$ cat config.mk
export PLATFORM = sky130hd
export DESIGN_NAME = cdf_equalize_map_flat
export DESIGN_NICKNAME = d
export VERILOG_FILES = /design/src/rtl/cdf_equalize_map_if.sv /design/src/rtl/cdf_equalize_map.sv /design/src/flat_wrapper.sv
export SDC_FILE = /design/constraint.sdc
export NUM_CORES = 1
export LEC_CHECK = 0
export BUFFER_PORTS_ARGS = -buffer_cell sky130_fd_sc_hd__buf_2
export CAP_MARGIN = 20
export CORE_UTILIZATION = 31
export DETAILED_ROUTE_END_ITERATION = 6
export PLACE_DENSITY = 0.62
export SLEW_MARGIN = 5
export SYNTH_ARGS = -nofsm -noshare
export SYNTH_HDL_FRONTEND = slang
export SYNTH_SLANG_ARGS = --single-unit
$ cat constraint.sdc
create_clock -name clock -period 7.2 [get_ports clock]
set_input_delay 2.16 -clock clock [delete_from_list [all_inputs] [get_ports clock]]
set_output_delay 2.16 -clock clock [all_outputs]
set_load 0.02 [all_outputs]
$ cat src/rtl/cdf_equalize_map_if.sv
// Bus bundle between the CDF-to-LUT mapper and its memories/controller.
// The slave modport is the mapper's view; master is the surrounding system.
`timescale 1ns/1ps
interface cdf_equalize_map_if;
    logic         start;
    logic [19:0]  Cdf_min;
    logic [19:0]  PixelCount;
    logic [127:0] CDF_ReadBus;
    logic [15:0]  CDF_ReadAddress;
    logic [127:0] LUT_WriteBus;
    logic [15:0]  LUT_WriteAddress;
    logic         LUT_WriteEnable;
    logic         busy;
    logic         done;

    modport slave (
        input  start, Cdf_min, PixelCount, CDF_ReadBus,
        output CDF_ReadAddress, LUT_WriteBus, LUT_WriteAddress,
               LUT_WriteEnable, busy, done
    );

    modport master (
        output start, Cdf_min, PixelCount, CDF_ReadBus,
        input  CDF_ReadAddress, LUT_WriteBus, LUT_WriteAddress,
               LUT_WriteEnable, busy, done
    );
endinterface

$ cat src/rtl/cdf_equalize_map.sv
// Builds the 256-entry histogram-equalization LUT from the stored CDF,
// one bin at a time through an 8-step restoring divider.
`timescale 1ns/1ps
module cdf_equalize_map #(
    parameter logic [15:0] CDF_BASE = 16'h0000,
    parameter logic [15:0] LUT_BASE = 16'h0000
) (
    input logic              clock,
    input logic              reset,
    cdf_equalize_map_if.slave bus
);
    typedef enum logic [2:0] {
        S_IDLE, S_ISSUE, S_CAPTURE, S_SETUP, S_DIV, S_WRITE, S_DONE
    } state_t;

    state_t       r_state;
    logic [5:0]   r_k;
    logic [1:0]   r_lane;
    logic [2:0]   r_step;
    logic [127:0] r_word;
    logic [19:0]  r_cmin;
    logic [19:0]  r_npix;
    logic [27:0]  r_rem;
    logic [7:0]   r_quot;
    logic         r_zero;
    logic         r_max;
    logic [127:0] r_pack;
    logic [15:0]  r_rd_addr;
    logic [15:0]  r_wr_addr;
    logic         r_we;
    logic         r_busy;
    logic         r_done;

    logic [19:0]  w_cdf;
    logic [19:0]  w_den;
    logic [19:0]  w_x;
    logic [27:0]  w_num;
    logic [27:0]  w_den_sh;
    logic         w_ge;
    logic [7:0]   w_quot_next;
    logic [7:0]   w_result;

    assign w_cdf       = r_word[{r_lane, 5'd0} +: 20];
    assign w_den       = r_npix - r_cmin;
    assign w_x         = w_cdf - r_cmin;
    assign w_num       = {w_x, 8'd0} - {8'd0, w_x};
    assign w_den_sh    = {8'd0, w_den} << r_step;
    assign w_ge        = (r_rem >= w_den_sh);
    assign w_quot_next = {r_quot[6:0], w_ge};
    // Zero clamp outranks the saturate clamp, both flags may be set together.
    assign w_result    = r_zero ? 8'h00 : (r_max ? 8'hFF : w_quot_next);

    always_ff @(posedge clock) begin
        if (reset) begin
            r_state   <= S_IDLE;
            r_k       <= '0;
            r_lane    <= '0;
            r_step    <= '0;
            r_word    <= '0;
            r_cmin    <= '0;
            r_npix    <= '0;
            r_rem     <= '0;
            r_quot    <= '0;
            r_zero    <= 1'b0;
            r_max     <= 1'b0;
            r_pack    <= '0;
            r_rd_addr <= '0;
            r_wr_addr <= '0;
            r_we      <= 1'b0;
            r_busy    <= 1'b0;
            r_done    <= 1'b0;
        end else begin
            case (r_state)
                S_IDLE: begin
                    if (bus.start) begin
                        r_state   <= S_ISSUE;
                        r_busy    <= 1'b1;
                        r_k       <= '0;
                        r_lane    <= '0;
                        r_cmin    <= bus.Cdf_min;
                        r_npix    <= bus.PixelCount;
                        r_rd_addr <= CDF_BASE;
                    end
                end
                S_ISSUE: begin
                    r_state <= S_CAPTURE;
                end
                S_CAPTURE: begin
                    r_word  <= bus.CDF_ReadBus;
                    r_lane  <= '0;
                    r_state <= S_SETUP;
                end
                S_SETUP: begin
                    r_rem   <= w_num;
                    r_quot  <= '0;
                    r_step  <= 3'd7;
                    r_zero  <= (w_den == 20'd0) || (w_cdf < r_cmin);
                    r_max   <= (w_cdf > r_npix);
                    r_state <= S_DIV;
                end
                S_DIV: begin
                    if (w_ge) r_rem <= r_rem - w_den_sh;
                    r_quot <= w_quot_next;
                    r_step <= r_step - 3'd1;
                    if (r_step == 3'd0) begin
                        r_pack <= {w_result, r_pack[127:8]};
                        if (r_lane == 2'd3) begin
                            r_k <= r_k + 6'd1;
                            if (r_k[1:0] == 2'd3) begin
                                r_state   <= S_WRITE;
                                r_we      <= 1'b1;
                                r_wr_addr <= LUT_BASE + {12'd0, r_k[5:2]};
                            end else begin
                                r_state   <= S_ISSUE;
                                r_rd_addr <= CDF_BASE + {10'd0, r_k + 6'd1};
                            end
                        end else begin
                            r_lane  <= r_lane + 2'd1;
                            r_state <= S_SETUP;
                        end
                    end
                end
                S_WRITE: begin
                    r_we <= 1'b0;
                    // r_k has wrapped to 0 only after the final CDF word.
                    if (r_k == 6'd0) begin
                        r_state <= S_DONE;
                        r_done  <= 1'b1;
                        r_busy  <= 1'b0;
                    end else begin
                        r_state   <= S_ISSUE;
                        r_rd_addr <= CDF_BASE + {10'd0, r_k};
                    end
                end
                S_DONE: begin
                    r_done  <= 1'b0;
                    r_state <= S_IDLE;
                end
                default: r_state <= S_IDLE;
            endcase
        end
    end

    assign bus.CDF_ReadAddress  = r_rd_addr;
    assign bus.LUT_WriteBus     = r_pack;
    assign bus.LUT_WriteAddress = r_wr_addr;
    assign bus.LUT_WriteEnable  = r_we;
    assign bus.busy             = r_busy;
    assign bus.done             = r_done;
endmodule

$ cat src/flat_wrapper.sv
// flat-port wrapper written by rule: the top's interface ports become plain ports
module cdf_equalize_map_flat 
#(
    parameter logic [15:0] CDF_BASE = 16'h0000,
    parameter logic [15:0] LUT_BASE = 16'h0000
)
  (clock, reset, bus_start, bus_Cdf_min, bus_PixelCount, bus_CDF_ReadBus, bus_CDF_ReadAddress, bus_LUT_WriteBus, bus_LUT_WriteAddress, bus_LUT_WriteEnable, bus_busy, bus_done);
  cdf_equalize_map_if bus_i ();
  input logic clock;
  input logic reset;
  input wire logic [$bits(bus_i.start)-1:0] bus_start;
  input wire logic [$bits(bus_i.Cdf_min)-1:0] bus_Cdf_min;
  input wire logic [$bits(bus_i.PixelCount)-1:0] bus_PixelCount;
  input wire logic [$bits(bus_i.CDF_ReadBus)-1:0] bus_CDF_ReadBus;
  output wire logic [$bits(bus_i.CDF_ReadAddress)-1:0] bus_CDF_ReadAddress;
  output wire logic [$bits(bus_i.LUT_WriteBus)-1:0] bus_LUT_WriteBus;
  output wire logic [$bits(bus_i.LUT_WriteAddress)-1:0] bus_LUT_WriteAddress;
  output wire logic [$bits(bus_i.LUT_WriteEnable)-1:0] bus_LUT_WriteEnable;
  output wire logic [$bits(bus_i.busy)-1:0] bus_busy;
  output wire logic [$bits(bus_i.done)-1:0] bus_done;
  assign bus_i.start = bus_start;
  assign bus_i.Cdf_min = bus_Cdf_min;
  assign bus_i.PixelCount = bus_PixelCount;
  assign bus_i.CDF_ReadBus = bus_CDF_ReadBus;
  assign bus_CDF_ReadAddress = bus_i.CDF_ReadAddress;
  assign bus_LUT_WriteBus = bus_i.LUT_WriteBus;
  assign bus_LUT_WriteAddress = bus_i.LUT_WriteAddress;
  assign bus_LUT_WriteEnable = bus_i.LUT_WriteEnable;
  assign bus_busy = bus_i.busy;
  assign bus_done = bus_i.done;
  cdf_equalize_map #(.CDF_BASE(CDF_BASE), .LUT_BASE(LUT_BASE)) u_core (.clock(clock), .reset(reset), .bus(bus_i));
endmodule
==> metrics list, run 1 <==
* Required time reported for the critical path endpoint: 7.58 ns
- Yosys attributes the largest share of cell area to dfxtp_1 35%, nand2_1 12%, a21oi_1 9.7%, ha_1 7.2%, mux4_2 3.5%.
- IR analysis of the VDD net gives a maximum drop of 0.203 mV.
- Final HPWL DP: 40.4 mm
* Launch point of the worst hold path: u_core.bus.LUT_WriteBus[5]
* Slew at the pin closest to its max-slew limit: 1.14 ns
- Subtracting the final worst setup slack from the clock period gives 6.21 ns.
- The run finished with clean final reports.
* Worst r2r dst: u_core.r_rem[10]
- Nets@finish: 2,818
- Cells after Synth: 2,351
* Die H: 244 um
- In this run the horizontal extent of the chip is 244 um.
- TritonCTS built the clock tree.
* Syn Std Cell Area: 18,100 um2
- For this run, the top clock speed supported by timing is 0.161 GHz.
* Number of synthesized flops with an enable pin: 0
- Slew headroom: 0.236
* Ys flop type: dfxtp_1
- In this run the deepest clock path goes through 3 buffers.
* Pin count of the biggest net entering global routing: 134
* Root Buffer Master: clkbuf_16
- Placed instance count: 3,267
- Most common cell in the synthesized netlist: nand2_1
* Endpoints failing hold: 0
- Before antenna repair, the detailed router went through 5 iterations.
- Per-cell routed wire length: 16.4 um
- Vias in the first global route: 15,486
- Final-layout fill cell count: 6,152
- YS warnings: 0
- Across all register-to-register paths, the minimum setup slack is 0.99 ns.
- After clock tree synthesis, the repair step resized 0 gates.
* Class of the tightest hold or removal check: flip-flop to flip-flop
* Hold slack final: 0.450 ns
* Power per cell area: 340 nW/um2
- In this run the number of H-tree levels came out at 2.
- The initialized floorplan defines 88 standard-cell rows.
* Maxcap violations: 0
- Critical Path AT: 6.59 ns
* Worst Hold Path Cells: 2
- Post-synth ARST share: 0
- Weighted congestion reported at the end of routability-driven placement: 0.927
- The floorplan step defined a die boundary enclosing 59,400 um2.
- Post-synth top area cell: dfxtp_1
* Setup Buffers After CTS: 0
* Number of I/O pins: 334
- Total routing resource utilization after global routing: 0.180
- The number of max-slew violations in the final report was 0.
- Between clock sinks in the finished design, the worst skew comes to 0.0362 ns.
* Share of layout cells above drive strength 1: 0.162
- RSZ-0062 raised after global routing: false
- A synthesized cell averages 7.70 um2.
- After routing, the total negative slack on setup checks comes to 0 ns.
- Cell variety after synth: 94
* Cell area after placement: 20,000 um2
* R2r worst-path depth: 23
* Floorplan Core Area: 57,700 um2
* Area taken by flip-flops and latches: 6250 um2
* Ant. Diodes: 0
- Of the available clock period, the critical path in the final layout requires 0.863.
- Input and output buffers added on the ports amount to 263.
- Global-route wire length before repair: 86.3 mm
- LEAKAGE: 8.66 nW
* DRC viols: 0
- Leading cell types by count after synthesis: 579 x nand2_1, 350 x a21oi_1, 312 x dfxtp_1, 146 x nor2_1, 115 x clkbuf_1
- The startpoint identified for the worst register-to-register timing path is u_core.r_cmin[0].
* Via count: 16,819
- Buffers inserted during clock tree synthesis total 36.
- Wires add up to 54.7 mm.
- Setup violations remaining at the end of the flow were counted as 0.
- In this run the worst path has a maximum fanout of 29.
* Sinks on the clock net: 312
* Drt via density: 5.06
- Capture endpoint of the worst hold path: u_core.bus.LUT_WriteBus[5]
- After global routing the overflow that remains totals 0.
- Starting DRT DRC Count: 1,219
- Remaining antenna violation count: 0
* Layout Cell Area excl Fill: 21,100 um2
* Register bit count reported by yosys: 312
- The area growth from synthesis to layout is 16.4%.
* Initial antenna violation count: 0
- Hold-fix buffers at CTS: 0
* Clock edge transition at the registers on the reported setup and hold paths: 0.06 ns
- Summing all multi-input logic gate instances after layout gives 11,000 um2.
- Crit. End Element: flip-flop
* Fraction of synthesized cell area taken by the top area cell type: 0.345
- Of the synthesized area, sequential elements account for 0.345.
- The count of cells in the finished layout, fillers not included, comes to 3,325.
- CP startpoint kind: flip-flop
* Initial core utilization: 0.314
- Clock latency on the worst-skew pair, taken at its later pin, is 0.55 ns.
- The worst setup path is of the flip-flop to flip-flop kind.
cell families (layout without fill, tap and decap cells):
family | Yosys count | after routing | share of synthesized area
xor gates and xnor gates | 62 | 62 | 0.0312
AOI/OAI and AO/OA | 635 | 635 | 0.219
buffers and inverters | 244 | 432 | 0.0555
muxes | 58 | 58 | 0.0516
other | 1 | 22 | 0.000207
adders and majority gates | 107 | 107 | 0.0752
and+or+nand+nor | 932 | 932 | 0.222
DFF | 312 | 312 | 0.345
placed cells by master (no fill, tap or decap), types with 23 or more instances in the layout:
cell	count
nand2_1	577
a21oi_1	350
dfxtp_1	312
buf_2	262
nor2_1	144
ha_1	104
inv_1	89
o21ai_0	60
nor3_1	44
a21o_1	39
xnor2_1	36
clkbuf_16	36
mux2i_1	28
mux4_2	28
xor2_1	23
nand3_1	23
stage by stage:
step / setup slack (ns) / power, mW / util
floorplan: 2.08 / 4.55 / -
global placement: 1.10 / 5.37 / 0.346
detailed placement: 1.02 / 5.37 / 0.346
CTS: 0.992 / 7.16 / 0.365
global route: 0.484 / 7.65 / 0.365
finish: 0.989 / 7.16 / 0.365
report_power, final:
group / internal [mW] / switching, mW
clock network: 1.02 / 0.749
logic: 1.34 / 2.16
registers: 1.82 / 0.0754
total: 4.18 / 2.98
critical path, cell delays in order, from the launching register on:
cell,delay (ns)
dfxtp_1,0.38
ha_1,0.19
inv_1,0.06
fa_1,0.45
a21o_1,0.17
a21oi_1,0.34
o21a_1,0.24
o31a_1,0.20
mux2i_1,0.20
o2111ai_1,0.28
mux4_2,0.59
mux2i_1,0.18
ha_1,0.25
nand4_1,0.16
nor4_1,0.55
a41o_1,0.30
a21oi_1,0.05
a211oi_1,0.48
buf_4,0.23
or2_1,0.09
buf_4,0.31
o21ai_0,0.14
a21oi_1,0.13
nor3_1,0.06
flip-flops by register name, indices dropped and copies added (netlist names), 3 cells and up:
signal	cells
u_core.bus.LUT_WriteBus	128
u_core.r_word	80
u_core.r_rem	28
u_core.r_cmin	20
u_core.r_npix	20
u_core.r_quot	7
u_core.bus.CDF_ReadAddress	6
u_core.r_k	6
u_core.bus.LUT_WriteAddress	4
u_core.r_state	3
u_core.r_step	3
layer usage:
metal	global-route usage	routed length (um)	vias to the layer above
li1	-	-	8521
met1	0.243	24900	7822
met2	0.294	25800	402
met3	0.0284	2710	74
met4	0.0520	1240	0
met5	0	0	-
area by class of cell:
type | instances | area share
multi-input combinational | 1816 | 0.520
sequential | 312 | 0.296
timing repair buffer | 282 | 0.0697
clock buffer | 46 | 0.0455
tap | 765 | 0.0454
inverter | 92 | 0.0164
clock inverter | 12 | 0.00701
worst max-delay path by stage:
stage	start	to	depth (start not counted)
2_1_floorplan	u_core.r_lane[1]	u_core.r_rem[25]	20
3_3_place_gp	u_core.r_cmin[0]	u_core.r_rem[10]	23
3_5_place_dp	u_core.r_cmin[0]	u_core.r_rem[10]	23
4_1_cts	u_core.r_cmin[0]	u_core.r_rem[10]	23
5_1_grt	u_core.r_npix[0]	u_core.r_rem[10]	24
6_report	u_core.r_cmin[0]	u_core.r_rem[10]	23
Power figures use the tool's default switching activity.
==> run 2, diff against run 1 <==
--- a/config.mk
+++ b/config.mk
@@ -7,6 +7,7 @@
 export LEC_CHECK = 0
 export BUFFER_PORTS_ARGS = -buffer_cell sky130_fd_sc_hd__buf_2
 export CAP_MARGIN = 20
+export CORE_MARGIN = 4
 export CORE_UTILIZATION = 31
 export DETAILED_ROUTE_END_ITERATION = 6
 export PLACE_DENSITY = 0.62
==> run 2 against run 1 <==
Effect of this change: non-clock buffer count up 3; utilization up 0.27 points; global-route usage down 0.77 points; combinational power about the same; clock-buffer cell count unchanged; sequential power about the same; sequential share of layout area down 0.28 points; register-to-register slack better by 0.04 ns; flip-flop and latch count unchanged; total power up 3.1%; clock power up 12%; critical endpoint is now u_core.r_rem[11].
==> metrics list, run 2 (synthesis results as in run 1) <==
* Total congestion overflow: 0 (unchanged)
- Clock edge transition at the registers on the reported setup and hold paths: 0.06 ns (about the same)
* Remaining antenna violation count: 0 (unchanged)
- Required time reported for the critical path endpoint: 7.63 ns (+0.05 ns)
- Setup slack of the worst register-to-register path: 1.03 ns (+0.04 ns)
* Weighted congestion reported at the end of routability-driven placement: 0.909 (-2.0%)
* Hold-fix buffers at CTS: 0 (unchanged)
- The total routed wirelength is 56.4 mm (+3.2%).
- The areal power density over the cells was 347 nW/um2 (+2.1%).
- The placement-stage cell area was 20,000 um2 (+0.11%).
- Vias in the first global route: 15,739 (+1.6%)
- The width of the die is 250 um (+2.5%).
- Setup clock skew after layout: 0.0210 ns (-0.0152 ns)
- Ant. Diodes: 0 (unchanged)
* Crit Reg-Reg Startpoint: u_core.r_cmin[0]
* Starting DRT DRC Count: 1,259 (+3.3%)
- Die H: 250 um (+2.5%)
* Global-route wire length before repair: 88.3 mm (+2.3%)
- Delay of the slowest critical-path stage: 0.60 ns (about the same)
- The count of fill cells added during filler insertion was 6,148 (-0.065%).
- Total routing resource utilization after global routing: 0.172 (-0.00768)
- Maxcap violations: 0 (unchanged)
* Slew at the pin closest to its max-slew limit: 0.999 ns (-0.143 ns)
* Drt via density: 5.07 (+0.19%)
* Worst VDD drop: 0.186 mV (-8.4%)
- Initial core utilization: 0.313 (-0.000598)
- The initial antenna violation count came to 1 (+1).
- RSZ-0062 raised after global routing: false
- Floorplan Core Area: 57,800 um2 (+0.19%)
- Most common cell after layout, fill and taps aside: nand2_1
* Endpoints failing hold: 0 (unchanged)
* Critical setup path kind: flip-flop to flip-flop
- Pin count of the biggest net entering global routing: 90 (-33%)
* Quantity of I/O buffers inserted on ports: 263 (unchanged)
- Number of buffers inserted during clock tree synthesis: 36 (unchanged)
- The arrival time of the worst setup path is 6.60 ns (about the same).
- The clock sink count came to 312 (unchanged).
- The I/O pin count came to 334 (unchanged).
- The sum of negative setup slack came to 0 ns (unchanged).
- LEAKAGE: 8.76 nW (+1.1%)
* Setup Buffers After CTS: 0 (unchanged)
- The insertion delay of the later-clocked pin in the worst-skew pair is 0.55 ns (about the same).
- Post-CTS Resized: 0 (unchanged)
- Result of the run: completed
* Crit path launch: u_core.r_cmin[0]
- Cell-by-cell trace of the critical path: ha_1 -> inv_1 -> fa_1 -> a21o_1 -> a21oi_1 -> o21a_1 -> o31a_1 -> mux2i_1 -> o2111ai_1 -> mux4_2 -> mux2i_1 -> ha_1 -> nand4_1 -> nor4_1 -> a41o_1 -> nor2_1 -> a211oi_1 -> buf_4 -> or2_1 -> buf_4 -> nor2_1 -> a311oi_1
- The DRC violation count after routing is 0 (unchanged).
* Highest achievable clock rate: 0.162 GHz (+0.62%)
- H-tree depth reported by CTS: 2 (unchanged)
* Switching Fraction: 0.409 (-0.00768)
* Comb pwr share: 0.476 (-0.013)
* Slew headroom: 0.334 (+0.0979)
- Per-cell routed wire length: 16.9 um (+3.0%)
- The number of flip-flops in the largest register was 128 (unchanged).
* Cell with the largest stage delay on the worst path: mux4_2
- The net count of the finished layout was 2,821 (+0.11%).
- The sequential power share is 0.255 (-0.009).
- The die outline area was 62,300 um2 (+5.0%).
- The design area is 21,300 um2 (+0.94%).
- The worst setup path is launched from a flip-flop.
- The library cells used most frequently in the layout, excluding fill and tap cells, are 577 x nand2_1, 350 x a21oi_1, 312 x dfxtp_1, 262 x buf_2, 144 x nor2_1.
- The internal power consumption was 4.37 mW (+4.4%).
* Power share of the clock group: 0.269 (+0.022)
- The post-detailed-placement half-perimeter wirelength came to 41.9 mm (+3.8%).
- The top fanout value on the critical path was 15 (-48%).
* Share of the clock period used by the worst path: 0.857 (-0.00534)
- Max Transition Viols Final: 0 (unchanged)
* Crit. End Element: flip-flop
* Launch point of the worst hold path: u_core.bus.LUT_WriteBus[2]
* Total power of the final layout: 7.39 mW (+3.1%)
* Share of layout cells above drive strength 1: 0.166 (+0.00417)
* Site Rows: 88 (unchanged)
- TritonCTS built the clock tree.
* Class of the tightest hold or removal check: flip-flop to flip-flop
- Deepest clock path buffer count: 3 (unchanged)
- Net switching power figure: 3.02 mW (+1.2%)
- Layout Area Growth over Synthesis: 17.5%
* Via count: 16,891 (+0.43%)
* Root Buffer Master: clkbuf_16
- The number of iterations in the first detailed-routing pass came to 6 (+1).
* Minimum period implied by the final worst setup slack: 6.17 ns (-0.0384 ns)
- Final setup violation count: 0 (unchanged)
run 2: layout make-up:
cell class / count / area [um2] / area share
flip-flops and latches: 312 / 6250 / 0.294
clock inverters: 17 / 284 / 0.0134
inverters: 92 / 345 / 0.0162
clock buffers: 46 / 998 / 0.0469
repair buffers: 285 / 1490 / 0.0701
multi-input cells: 1816 / 11000 / 0.515
well taps: 765 / 957 / 0.0450
run 2: final timing paths:
path	to	cells after the start
worst max-delay path	u_core.r_rem[11]	22
worst min-delay path	u_core.bus.LUT_WriteBus[2]	2
worst max register to register	u_core.r_rem[11]	22
worst min register to register	u_core.bus.LUT_WriteBus[2]	2
run 2: metrics by stage:
step / hold WS [ns] / instances / setup WS (ns) / utilization
after global routing: 0.470 / 3333 / 0.581 / 0.368
final: 0.449 / 3333 / 1.03 / 0.368
after CTS: 0.454 / 3333 / 1.07 / 0.368
after floorplan: 0.432 / 2372 / 2.08 / -
after global placement: 0.441 / 3270 / 1.20 / 0.346
after detailed placement: 0.446 / 3270 / 1.09 / 0.346
run 2: power groups by stage:
stage | clock (mW) | combinational, mW | sequential (mW)
4_1_cts | 2.03 | 3.45 | 1.88
6_report | 1.99 | 3.51 | 1.89
3_3_place_gp | 0 | 3.42 | 1.92
5_1_grt | 2.10 | 3.86 | 1.90
3_5_place_dp | 0 | 3.44 | 1.92
2_1_floorplan | 0 | 2.66 | 1.89
run 2: routing by layer:
layer,wire length (um),GRT usage,part of all wire,up-vias
li1,-,-,-,8514
met5,20,0,0.00035,-
met4,1360,0.0472,0.024,2
met3,2690,0.0268,0.048,91
met1,25400,0.232,0.45,7885
met2,27000,0.287,0.48,399
run 2: worst max-delay path: cells and delay by family, from the launching register on:
| kind | cells | cell delay [ns] |
|---|---|---|
| adders and majority gates | 3 | 0.88 |
| buffers and inverters | 3 | 0.59 |
| DFF | 1 | 0.38 |
| muxes | 3 | 0.96 |
| and+or+nand+nor | 5 | 1.19 |
| AOI/OAI and AO/OA | 8 | 2.04 |
==> run 3, diff against run 2 <==
--- a/config.mk
+++ b/config.mk
@@ -5,12 +5,13 @@
 export SDC_FILE = /design/constraint.sdc
 export NUM_CORES = 1
 export LEC_CHECK = 0
+export ABC_AREA = 1
 export BUFFER_PORTS_ARGS = -buffer_cell sky130_fd_sc_hd__buf_2
 export CAP_MARGIN = 20
 export CORE_MARGIN = 4
 export CORE_UTILIZATION = 31
 export DETAILED_ROUTE_END_ITERATION = 6
-export PLACE_DENSITY = 0.62
+export PLACE_DENSITY = 0.56
 export SLEW_MARGIN = 5
 export SYNTH_ARGS = -nofsm -noshare
 export SYNTH_HDL_FRONTEND = slang
==> run 3 against run 2 <==
Effect of this change: the run now ends with design-rule violations left; largest cell class unchanged; total power down 3.2%; synthesized cell count up 16%; worst hold slack worse by 0.0082 ns; routed wire length up 2.1%.
==> metrics list, run 3 <==
- Result of the run: finished with violations
* Violated checks: design-rule violations
- The insertion delay of the later-clocked pin in the worst-skew pair is 0.55 ns (about the same).
* Crit-path most repeated cell: nand2_1
* Per-cell routed wire length: 15.6 um (-7.7%)
- The maximum ir drop on the vdd rail came to 0.172 mV (-7.8%).
- Critical path's top delay family: simple AND/OR/NAND/NOR gates
- R2r worst-path depth: 23 (+4.5%)
- Horizontal die dimension: 251 um (+0.53%)
* Site Rows: 88 (unchanged)
- The maximum number of pins on one net before global-route repair was 144 (+60%).
* Largest register FFs: 128 (unchanged)
- Share of the clock period used by the worst path: 0.754 (-0.103)
- The overall power consumption was 7.15 mW (-3.2%).
- The number of I/O port buffers is 263 (unchanged).
- The number of max-slew violations in the final report came to 0 (unchanged).
* Fraction of synthesized cell area taken by the top area cell type: 0.341 (-0.00373)
* Footprint of the multi-input gates: 10,400 um2 (-5.3%)
- Cell with the largest stage delay on the worst path: inv_1
- Slew headroom: 0.285 (-0.0487)
* Launch point of the worst hold path: u_core.r_word[64]
- The signal on the critical path passes through inv_1 -> buf_4 -> nand2_1 -> a21oi_1 -> fa_1 -> nand3_1 -> nand3_1 -> nand2_1 -> nand2_1 -> nand2_1 -> nand3b_1 -> nand2_2 -> ha_1 -> nand2_1 -> o21ai_0 -> inv_1 -> nor2_1 -> nor3_1 -> nand2_1 -> o21ai_0 -> nand2_1 -> nand2_1 -> a21oi_1.
- STA classifies the critical path startpoint as a flip-flop.
- Via count: 17,976 (+6.4%)
* Post-synth ARST share: 0 (unchanged)
- Setup slack after layout: 1.77 ns (+0.742 ns)
* Leading cell types by count after synthesis: 401 x nand2_1, 391 x o21ai_0, 361 x nor2_1, 346 x a21oi_1, 312 x dfxtp_1
- The number of cells produced by synthesis was 2,716 (+16%).
* TritonCTS clock tree: done
- The final count of negative-setup-slack endpoints came to 0 (unchanged).
* Number of buffers inserted during clock tree synthesis: 36 (unchanged)
* Number of synthesized flops with an enable pin: 0 (unchanged)
* Delay of the slowest critical-path stage: 0.75 ns (+0.15 ns)
- Share of layout cells above drive strength 1: 0.138 (-0.0281)
- The path class of the tightest hold or removal check is flip-flop to flip-flop.
- The number of iterations in the first detailed-routing pass came to 7 (+1).
- Crit Reg-Reg Startpoint: u_core.r_lane[0]
- The cell count of the worst hold path is 2 (unchanged).
- Final HPWL DP: 42.8 mm (+2.1%)
* Hold-fix buffers at CTS: 0 (unchanged)
- The endpoint identified for the worst register-to-register timing path is u_core.r_rem[18].
- Total routing resource utilization after global routing: 0.175 (+0.00295)
- The total of warnings raised by yosys came to 0 (unchanged).
- Setup repair after global routing left no endpoint under its margin.
* Initial core utilization: 0.315 (+0.00222)
* Syn Std Cell Area: 18,300 um2 (+1.1%)
- Critical Path AT: 5.83 ns (-0.77 ns)
* Post-CTS Resized: 0 (unchanged)
- The antenna cell count is 0 (unchanged).
* Commonest non-fill, non-tap cells in the layout: 400 x nand2_1, 391 x o21ai_0, 360 x nor2_1, 346 x a21oi_1, 312 x dfxtp_1
- The clock sink count came to 312 (unchanged).
* Initial antenna violation count: 0 (-1)
* Number of logic stages on the critical path including buffering: 23 (+4.5%)
* Final TNS setup: 0 ns (unchanged)
* H-tree depth reported by CTS: 2 (unchanged)
* Number of I/O pins: 334 (unchanged)
* Most common cell in the synthesized netlist: nand2_1
- The maximum number of buffers from clock root to sink is 3 (unchanged).
* Power per cell area: 335 nW/um2 (-3.5%)
- The total routed wirelength was 57.6 mm (+2.1%).
* Endpoints failing hold: 0 (unchanged)
- Critical setup path kind: flip-flop to flip-flop
- The area used by sequential logic in the layout is 6250 um2 (unchanged).
- The biggest area contributor in the post-synthesis netlist is dfxtp_1.
- LEAKAGE: 10.3 nW (+17%)
- The number of buffers and inverters on the critical path was 3 (unchanged).
- Drt via density: 4.87 (-3.9%)
- Most common cell after layout, fill and taps aside: nand2_1
* Floorplan Core Area: 58,000 um2 (+0.38%)
* Full die area: 63,000 um2 (+1.1%)
- By area the synthesized netlist is led by dfxtp_1 34%, o21ai_0 11%, a21oi_1 9.5%, nand2_1 8.2%, nor2_1 7.4%.
- Synthesized area per cell: 6.74 um2 (-12%)
* DRC viols: 21 (+21)
- For hold timing, the worst endpoint is u_core.r_word[64].
- The count of fill cells added during filler insertion came to 6,308 (+2.6%).
- The number of maximum-capacitance violations was 0 (unchanged).
- Slew at the pin closest to its max-slew limit: 1.07 ns (+0.0731 ns)
- The count of state elements after synthesis was 312 (unchanged).
* Setup Buffers After CTS: 0 (unchanged)
- Required time reported for the critical path endpoint: 7.60 ns (-0.03 ns)
- The violation count after the first detailed-routing iteration came to 1,493 (+19%).
* Crit. End Element: flip-flop
- The top fanout value on the critical path was 35 (+20).
- The net count of the finished layout came to 3,178 (+13%).
- Compared with the post-synthesis result, the final layout area differs by 16.5%.
- The clock transition at the register clock pins on the worst setup and hold paths after CTS is 0.06 ns (about the same).
- Minimum period implied by the final worst setup slack: 5.43 ns (-0.742 ns)
- Root Buffer Master: clkbuf_16
- Cell variety after synth: 55 (-41%)
* Die H: 251 um (+0.53%)
- The final antenna-violating net count is 0 (unchanged).
- Ys flop type: dfxtp_1
* Crit path launch: u_core.r_lane[0]
* Vias in the first global route: 16,549 (+5.1%)
* Weighted congestion reported at the end of routability-driven placement: 0.877 (-3.5%)
- Global-route wire length before repair: 90.7 mm (+2.7%)
- Worst slack after detailed placement: 1.86 ns (+0.768 ns)
- Total congestion overflow: 0 (unchanged)
* Setup slack of the worst register-to-register path: 1.77 ns (+0.74 ns)
- Setup clock skew after layout: 0.0191 ns (-0.00190 ns)
* Sequential area share after synthesis: 0.341 (-0.00373)
- The highest clock frequency the design can meet was 0.184 GHz (+14%).
==> run 3: cell types whose count changed after synthesis, moves of 32 or more <==
cell,delta
nand2_1,-178
nor2_1,+215
o21ai_0,+331
inv_1,+196
nand3_1,+111
a21o_1,-32
==> run 3: cell type report <==
type | instances | share of cell area
clock buffer | 55 | 0.0527
inverter | 293 | 0.0519
timing repair buffer | 273 | 0.0664
clock inverter | 8 | 0.00493
multi-input combinational | 1984 | 0.486
tap | 765 | 0.0449
sequential | 312 | 0.293
==> run 3: cell families (layout without fill, tap and decap cells) <==
kind of cell | Yosys count | after routing | share of synthesized area
flops | 312 | 312 | 0.341
other cells | 1 | 22 | 0.000205
simple gates | 1003 | 1003 | 0.234
xor+xnor | 36 | 36 | 0.0176
compound gates | 816 | 816 | 0.235
buf+inv | 441 | 629 | 0.0978
fa+ha+maj | 107 | 107 | 0.0744
==> run 3: worst min-delay path: cells and delay by family (launching register included) <==
| kind | cells | cell delay, ns |
|---|---|---|
| DFF | 1 | 0.30 |
| AOI/OAI and AO/OA | 1 | 0.05 |
| buffers and inverters | 1 | 0.04 |
==> run 3: worst max-delay path by stage <==
stage	to	slack (ns)
after floorplan	u_core.r_rem[20]	3.38
after global placement	u_core.r_rem[18]	1.96
after detailed placement	u_core.r_rem[18]	1.86
after CTS	u_core.r_rem[18]	1.86
after global routing	u_core.r_rem[18]	1.44
final	u_core.r_rem[18]	1.77
==> run 3: routing by layer <==
metal / routed length [um] / global-route usage / part of all wire / vias up
li1: - / - / - / 9344
met1: 26700 / 0.243 / 0.46 / 8104
met4: 1620 / 0.0521 / 0.028 / 0
met2: 26700 / 0.283 / 0.46 / 436
met3: 2610 / 0.0258 / 0.045 / 92
met5: 0 / 0 / 0 / -
==> run 3: power by group <==
group / internal (mW) / leakage [nW] / switching [mW]
Sequential: 1.83 / 2.53 / 0.0641
Clock: 1.15 / 0.609 / 0.742
Combinational: 1.06 / 7.14 / 2.30
Total: 4.04 / 10.3 / 3.11
==> run 3: through the flow <==
stage	hold slack [ns]	std cells	util	area [um2]
2_1_floorplan	0.420	2737	-	18400
3_3_place_gp	0.433	3627	0.346	20100
5_1_grt	0.456	3690	0.368	21300
4_1_cts	0.443	3690	0.368	21300
6_report	0.441	3690	0.368	21300
3_5_place_dp	0.435	3627	0.346	20100
